## config.mk

```make
export PLATFORM = sky130hd
export DESIGN_NAME = uart_rx
export DESIGN_NICKNAME = d
export VERILOG_FILES = /design/src/rtl/uart_rx.sv
export SDC_FILE = /design/constraint.sdc
export NUM_CORES = 1
export LEC_CHECK = 0
export ABC_AREA = 0
export CORE_UTILIZATION = 32
export CTS_CLUSTER_SIZE = 16
export DETAILED_ROUTE_END_ITERATION = 12
export PLACE_DENSITY = 0.51
export SLEW_MARGIN = 15
export SYNTH_ARGS = -nofsm -noshare
export SYNTH_HDL_FRONTEND = slang
export SYNTH_SLANG_ARGS = --single-unit
```

## constraint.sdc

```tcl
create_clock -name i_clk -period 4.9 [get_ports i_clk]
set_input_delay 0.98 -clock i_clk [delete_from_list [all_inputs] [get_ports i_clk]]
set_output_delay 0.98 -clock i_clk [all_outputs]
set_load 0.05 [all_outputs]
```

## src/rtl/uart_rx.sv

```systemverilog
// uart_rx: 8N1 serial receiver with mid-bit sampling; emits a one-cycle write strobe per good word.
// Latency: strobe 2+N/2+(WIDTH+1)N edges after the start edge; no backpressure (overflow belongs to the FIFO).
module uart_rx #(
    parameter int CLKS_PER_BIT = 16,
    parameter int WIDTH        = 8
) (
    input  logic             i_clk,
    input  logic             i_rst,
    input  logic             i_en,
    input  logic             i_rx,
    output logic [WIDTH-1:0] o_data,
    output logic             o_set,
    output logic             o_frame_err,
    output logic             o_busy
);
    localparam int CNT_W = $clog2(CLKS_PER_BIT);
    localparam int IDX_W = $clog2(WIDTH + 1);

    localparam logic [CNT_W-1:0] CNT_HALF = CNT_W'(CLKS_PER_BIT / 2 - 1);
    localparam logic [CNT_W-1:0] CNT_FULL = CNT_W'(CLKS_PER_BIT - 1);
    localparam logic [IDX_W-1:0] IDX_LAST = IDX_W'(WIDTH - 1);

    localparam logic [2:0] S_IDLE  = 3'd0;
    localparam logic [2:0] S_START = 3'd1;
    localparam logic [2:0] S_DATA  = 3'd2;
    localparam logic [2:0] S_STOP  = 3'd3;
    localparam logic [2:0] S_WAIT  = 3'd4;

    logic             rx_m;
    logic             rx_s;
    logic [2:0]       state;
    logic [CNT_W-1:0] cnt;
    logic [IDX_W-1:0] idx;
    logic [WIDTH-1:0] shreg;

    // Resetting to 1 keeps a reset release from looking like a start edge.
    always_ff @(posedge i_clk or posedge i_rst) begin
        if (i_rst) begin
            rx_m <= 1'b1;
            rx_s <= 1'b1;
        end else begin
            rx_m <= i_rx;
            rx_s <= rx_m;
        end
    end

    always_ff @(posedge i_clk or posedge i_rst) begin
        if (i_rst) begin
            state       <= S_IDLE;
            cnt         <= '0;
            idx         <= '0;
            shreg       <= '0;
            o_data      <= '0;
            o_set       <= 1'b0;
            o_frame_err <= 1'b0;
        end else begin
            o_set       <= 1'b0;
            o_frame_err <= 1'b0;
            if (!i_en) begin
                state <= S_IDLE;
                cnt   <= '0;
                idx   <= '0;
            end else begin
                case (state)
                    S_IDLE: begin
                        if (!rx_s) begin
                            state <= S_START;
                            cnt   <= '0;
                        end
                    end
                    S_START: begin
                        if (cnt == CNT_HALF) begin
                            cnt   <= '0;
                            idx   <= '0;
                            state <= rx_s ? S_IDLE : S_DATA;
                        end else begin
                            cnt <= cnt + 1'b1;
                        end
                    end
                    S_DATA: begin
                        if (cnt == CNT_FULL) begin
                            // Right shift: the first bit received ends up in the LSB.
                            cnt   <= '0;
                            shreg <= {rx_s, shreg[WIDTH-1:1]};
                            idx   <= idx + 1'b1;
                            if (idx == IDX_LAST) begin
                                state <= S_STOP;
                            end
                        end else begin
                            cnt <= cnt + 1'b1;
                        end
                    end
                    S_STOP: begin
                        if (cnt == CNT_FULL) begin
                            cnt <= '0;
                            if (rx_s) begin
                                o_data <= shreg;
                                o_set  <= 1'b1;
                                state  <= S_IDLE;
                            end else begin
                                o_frame_err <= 1'b1;
                                state       <= S_WAIT;
                            end
                        end else begin
                            cnt <= cnt + 1'b1;
                        end
                    end
                    S_WAIT: begin
                        // A held-low line (break) parks here, so it reports only once.
                        if (rx_s) begin
                            state <= S_IDLE;
                        end
                    end
                    default: begin
                        state <= S_IDLE;
                        cnt   <= '0;
                    end
                endcase
            end
        end
    end

    assign o_busy = (state != S_IDLE);

endmodule

```

After elaboration in Yosys (flattened, before gate mapping)
Cells that the tools add are included.
{"block": "word_totals", "ff_bits": 31, "inputBits": 4, "output_inout_bits": 11}
{"block": "classes", "n_addsub": 2, "eq_ne": 15, "muxes": 27, "reduce_logical": 8}
{"operator": "4-bit 2-to-1 mux", "n": 7}
{"operator": "3-bit 2-to-1 mux", "n": 8}
{"operator": "3-bit inequality test, second input constant", "n": 6}
{"operator": "4-bit case mux with 4 select lines", "n": 1}
{"operator": "3-bit case mux with 5 select lines", "n": 1}
{"operator": "4-bit by 1-bit adder with 4-bit output, second input constant", "n": 2}
{"operator": "4-bit by 3-bit == test with 1-bit output, second input constant", "n": 2}
{"operator": "1-bit 2-to-1 mux", "n": 8}
{"operator": "4-bit case mux with 2 select lines", "n": 1}
{"operator": "3-bit by 2-bit == test with 1-bit output, second input constant", "n": 2}
{"operator": "3-bit AND reduction", "n": 2}
{"operator": "6-bit AND reduction", "n": 1}
{"operator": "4-bit == test, second input constant", "n": 1}
{"operator": "4-bit AND reduction", "n": 1}
{"operator": "3-bit by 1-bit == test with 1-bit output, second input constant", "n": 1}
{"operator": "3-bit == test, second input constant", "n": 1}
{"operator": "3-bit logical NOT", "n": 1}
{"operator": "3-bit by 1-bit inequality test with 1-bit output, second input constant", "n": 1}
{"operator": "3-bit nonzero test", "n": 1}
{"operator": "2-bit 2-to-1 mux", "n": 1}
{"operator": "2-bit inequality test, second input constant", "n": 1}
{"operator": "2-bit AND reduction", "n": 1}
{"operator": "2-bit OR reduction", "n": 1}

Longest topological paths before layout
{"block": "logic_depth", "depth_word": 5, "ltp_mapped": 6}

Least setup slack after synthesis
Ideal clock, no wire load.
{"block": "synth_path", "kind": "input to register", "startpoint": "in i_en", "endpoint": "reg shreg[0]", "setup_time_ns": 0.125, "t_arrival_ns": 1.983, "t_required_ns": 4.775, "path_slack_ns": 2.792, "stages": 5, "n_path_buf": 2, "path_cell_list": "buf_2 -> nand4bb_1 -> nor2_1 -> buf_4 -> mux2_2"}
{"block": "synth_between", "elab_chain_len": 1}
{"element": "start, declared", "line": "9", "source": "input logic i_en,"}
{"element": "3-bit AND reduction (no source line)"}
{"element": "end signal, assigned", "line": "84", "source": "shreg <= {rx_s, shreg[WIDTH-1:1]};"}
{"element": "end, declared", "line": "34", "source": "logic [WIDTH-1:0] shreg;"}
No other way between the ends.
A chain may end at the register's enable or synchronous reset.

Worst setup path in the final report
{"block": "layout_path", "startpoint": "reg state[2]", "endpoint": "out o_busy"}
{"block": "layout_between", "elab_chain_len": 1}
{"element": "start, declared", "line": "31", "source": "logic [2:0] state;"}
{"element": "start signal, assigned", "line": "75", "source": "state <= rx_s ? S_IDLE : S_DATA;"}
{"element": "3-bit nonzero test", "line": "123", "source": "assign o_busy = (state != S_IDLE);"}
{"element": "end, declared", "line": "14", "source": "output logic o_busy"}
No other way between the ends.

==> run metrics <==
Synth Area per Inst 12.4 um^2; Initial Util 34.6%; worst-margin pin slew 837 ps; most frequent cells in the layout dfrtp_1, mux2_2, clkdlybuf4s50_1; Clock transition at path regs 60 ps; max frequency 338 MHz; register bit total from synthesis 31; combinational group share of total power 20.0%; first-pass GRT wire length 4130 um; CTS resizes 0; Yosys warning count 0; Worst R2R End shreg[5]; unrepaired setup endpoints after global routing no; worst-case clock buffer depth 2; die outline width 68.9 um; buffers added on ports 14; Die Y 68.9 um; detailed placement HPWL 1610 um; vias in the first global route 854; H-tree levels 2; clock buffer count from CTS 5; register area share after synthesis 54.3%; Syn Inst Count 116; routed via count 890; Die ar. 0.00475 mm^2; Synth Cell Area 0.00143 mm^2; Nets 138; accumulated negative setup slack 0 ps; clock tree root buffer cell clkbuf_8; Min-Delay Endpoint rx_s; post-route ant nets 0; total track usage 12.3%; normalized max-slew margin 44.0%; hold wc startpoint rx_m; DRT Pass-1 Iters 4; Required @ worst endpoint 3920 ps; commonest non-fill, non-tap cell in the layout dfrtp_1; Synth Area in Simple Gates 12.9%; vias per cell 4.86; Synth Area in Adders 1.75%; grt ovf 0; DRC 0; slack of the worst reg-to-reg path 2810 ps; final hold violation count 0; share of post-route cells with drive strength above 1 24.1%; Crit Path Category flip-flop to primary output; VDD IR max 0.193 mV; largest net degree at the start of global routing 32; status completed; Worst Skew 5.74 ps; switching pwr 0.000187 W; syn nets 122; core area 0.00414 mm^2; P&R area growth vs syn 17.6%; antenna diode count 0; # clock sinks 31; Final Power 0.000629 W; utilization after layout 40.6%; Sequential Power Share 47.6%; Max Cap Violations 0; switch share 29.8%; crit path DAT 1980 ps; Post-Route WL 2350 um; Slew Limit Fails 0; main combinational cell family by area after synthesis multiplexers; Rows 23; post-synthesis mux area share 15.8%; fin crit period 2960 ps; post-CTS setup buffers 0; crit path capture type primary output; Initial DRC Count 62; period utilization 60.4%; Worst-Skew Late Latency 280 ps; clock power share 32.4%; Final Setup Violations 0; GP Congestion 0.763; Ports 15; Cell variety after synth 40; Hold Crit Class flip-flop to flip-flop; Max FO, Critical Path 11; hold path depth 0; Power Dens Cells 373 mW/mm^2; cts hold-fix bufs 0; Synth Area in Compound Gates 9.08%; wire length per cell 12.8 um; Worst R2R Path Depth 4; LEAKAGE 0.775 nW; CTS tree yes; RR Startpoint cnt[0]; Post-Synth XOR/XNOR Area 1.83%; Setup crit start kind flip-flop; Pint 0.000441 W; initial antenna violation count 0
[power groups by stage]
| stage | sequential, W | clock, W | combinational, W |
|---|---|---|---|
| floorplan | 0.000285 | 0 | 0.000130 |
| global placement | 0.000304 | 0 | 0.000126 |
| detailed placement | 0.000305 | 0 | 0.000125 |
| CTS | 0.000300 | 0.000211 | 0.000127 |
| global route | 0.000307 | 0.000223 | 0.000139 |
| finish | 0.000299 | 0.000204 | 0.000126 |
[synthesized netlist by cell type, drive strengths merged]
cell type / n / area, um^2
a211o: 1 / 8.76
a21oi: 2 / 10.0
a22o: 2 / 18.8
a22oi: 2 / 15.0
a31oi: 1 / 6.26
and2: 2 / 15.0
buf: 5 / 46.3
clkbuf: 1 / 3.75
dfrtp: 29 / 726
dfstp: 2 / 52.6
ha: 2 / 25.0
inv: 3 / 11.3
mux2: 18 / 206
mux2i: 2 / 20.0
nand2: 6 / 22.5
nand2b: 1 / 6.26
nand3: 5 / 25.0
nand3b: 1 / 7.51
nand4bb: 1 / 11.3
nor2: 7 / 26.3
nor2b: 3 / 18.8
nor3: 3 / 15.0
nor3b: 2 / 15.0
nor4: 1 / 6.26
o211ai: 2 / 15.0
o21a: 1 / 7.51
o21ba: 1 / 10.0
o21bai: 1 / 7.51
o221ai: 1 / 8.76
o22ai: 1 / 6.26
o2bb2ai: 1 / 8.76
o31ai: 1 / 7.51
or3: 1 / 7.51
or3b: 1 / 8.76
xor2: 3 / 26.3
[worst max-delay path by stage]
stage / start / end / slack [ps] / cells past startpoint
2_1_floorplan: i_en / shreg[0] / 2790 / 5
3_3_place_gp: i_en / shreg[3] / 1830 / 4
3_5_place_dp: i_en / shreg[5] / 1770 / 4
4_1_cts: state[2] / o_busy / 1930 / 2
5_1_grt: state[2] / o_busy / 1860 / 2
6_report: state[2] / o_busy / 1940 / 2
[metrics by stage]
step	setup WS [ps]	hold slack, ps	instance area, um^2	instances
finish	1940	357	1680	183
global route	1860	360	1680	183
CTS	1930	359	1680	183
detailed placement	1770	350	1590	175
global placement	1830	346	1590	175
floorplan	2790	345	1430	116
[routing by layer]
metal / track usage, % / share of wire, % / vias up
met1: 16.2 / 49 / 426
li1: - / - / 447
met3: 5.10 / 4.1 / 6
met2: 17.2 / 45 / 11
met5: 0 / 0 / -
met4: 6.12 / 2.3 / 0
[registers in the layout (all words and copies together), names as in the netlist]
name,count
o_data,8
shreg,8
cnt,4
idx,4
state,3
o_frame_err,1
o_set,1
rx_m,1
rx_s,1
[worst max-delay path, cell delays in order, from the launching register on]
cell	delay, ps
dfrtp_1	490
or3_2	500
clkdlybuf4s50_1	710
[cells by family after synthesis]
kind of cell	after synthesis
simple gates	34
flops	31
mux	20
compound gates	17
buf+inv	9
xor+xnor	3
fa+ha+maj	2
[final cells by class]
class | instances | area (um^2)
fillers | 418 | 2460
flip-flops and latches | 31 | 778
multi-input cells | 76 | 593
repair buffers | 15 | 148
clock buffers | 7 | 86.3
well taps | 50 | 62.6
inverters | 3 | 11.3
clock inverters | 1 | 5.00
(Power assumes the default switching activity.)
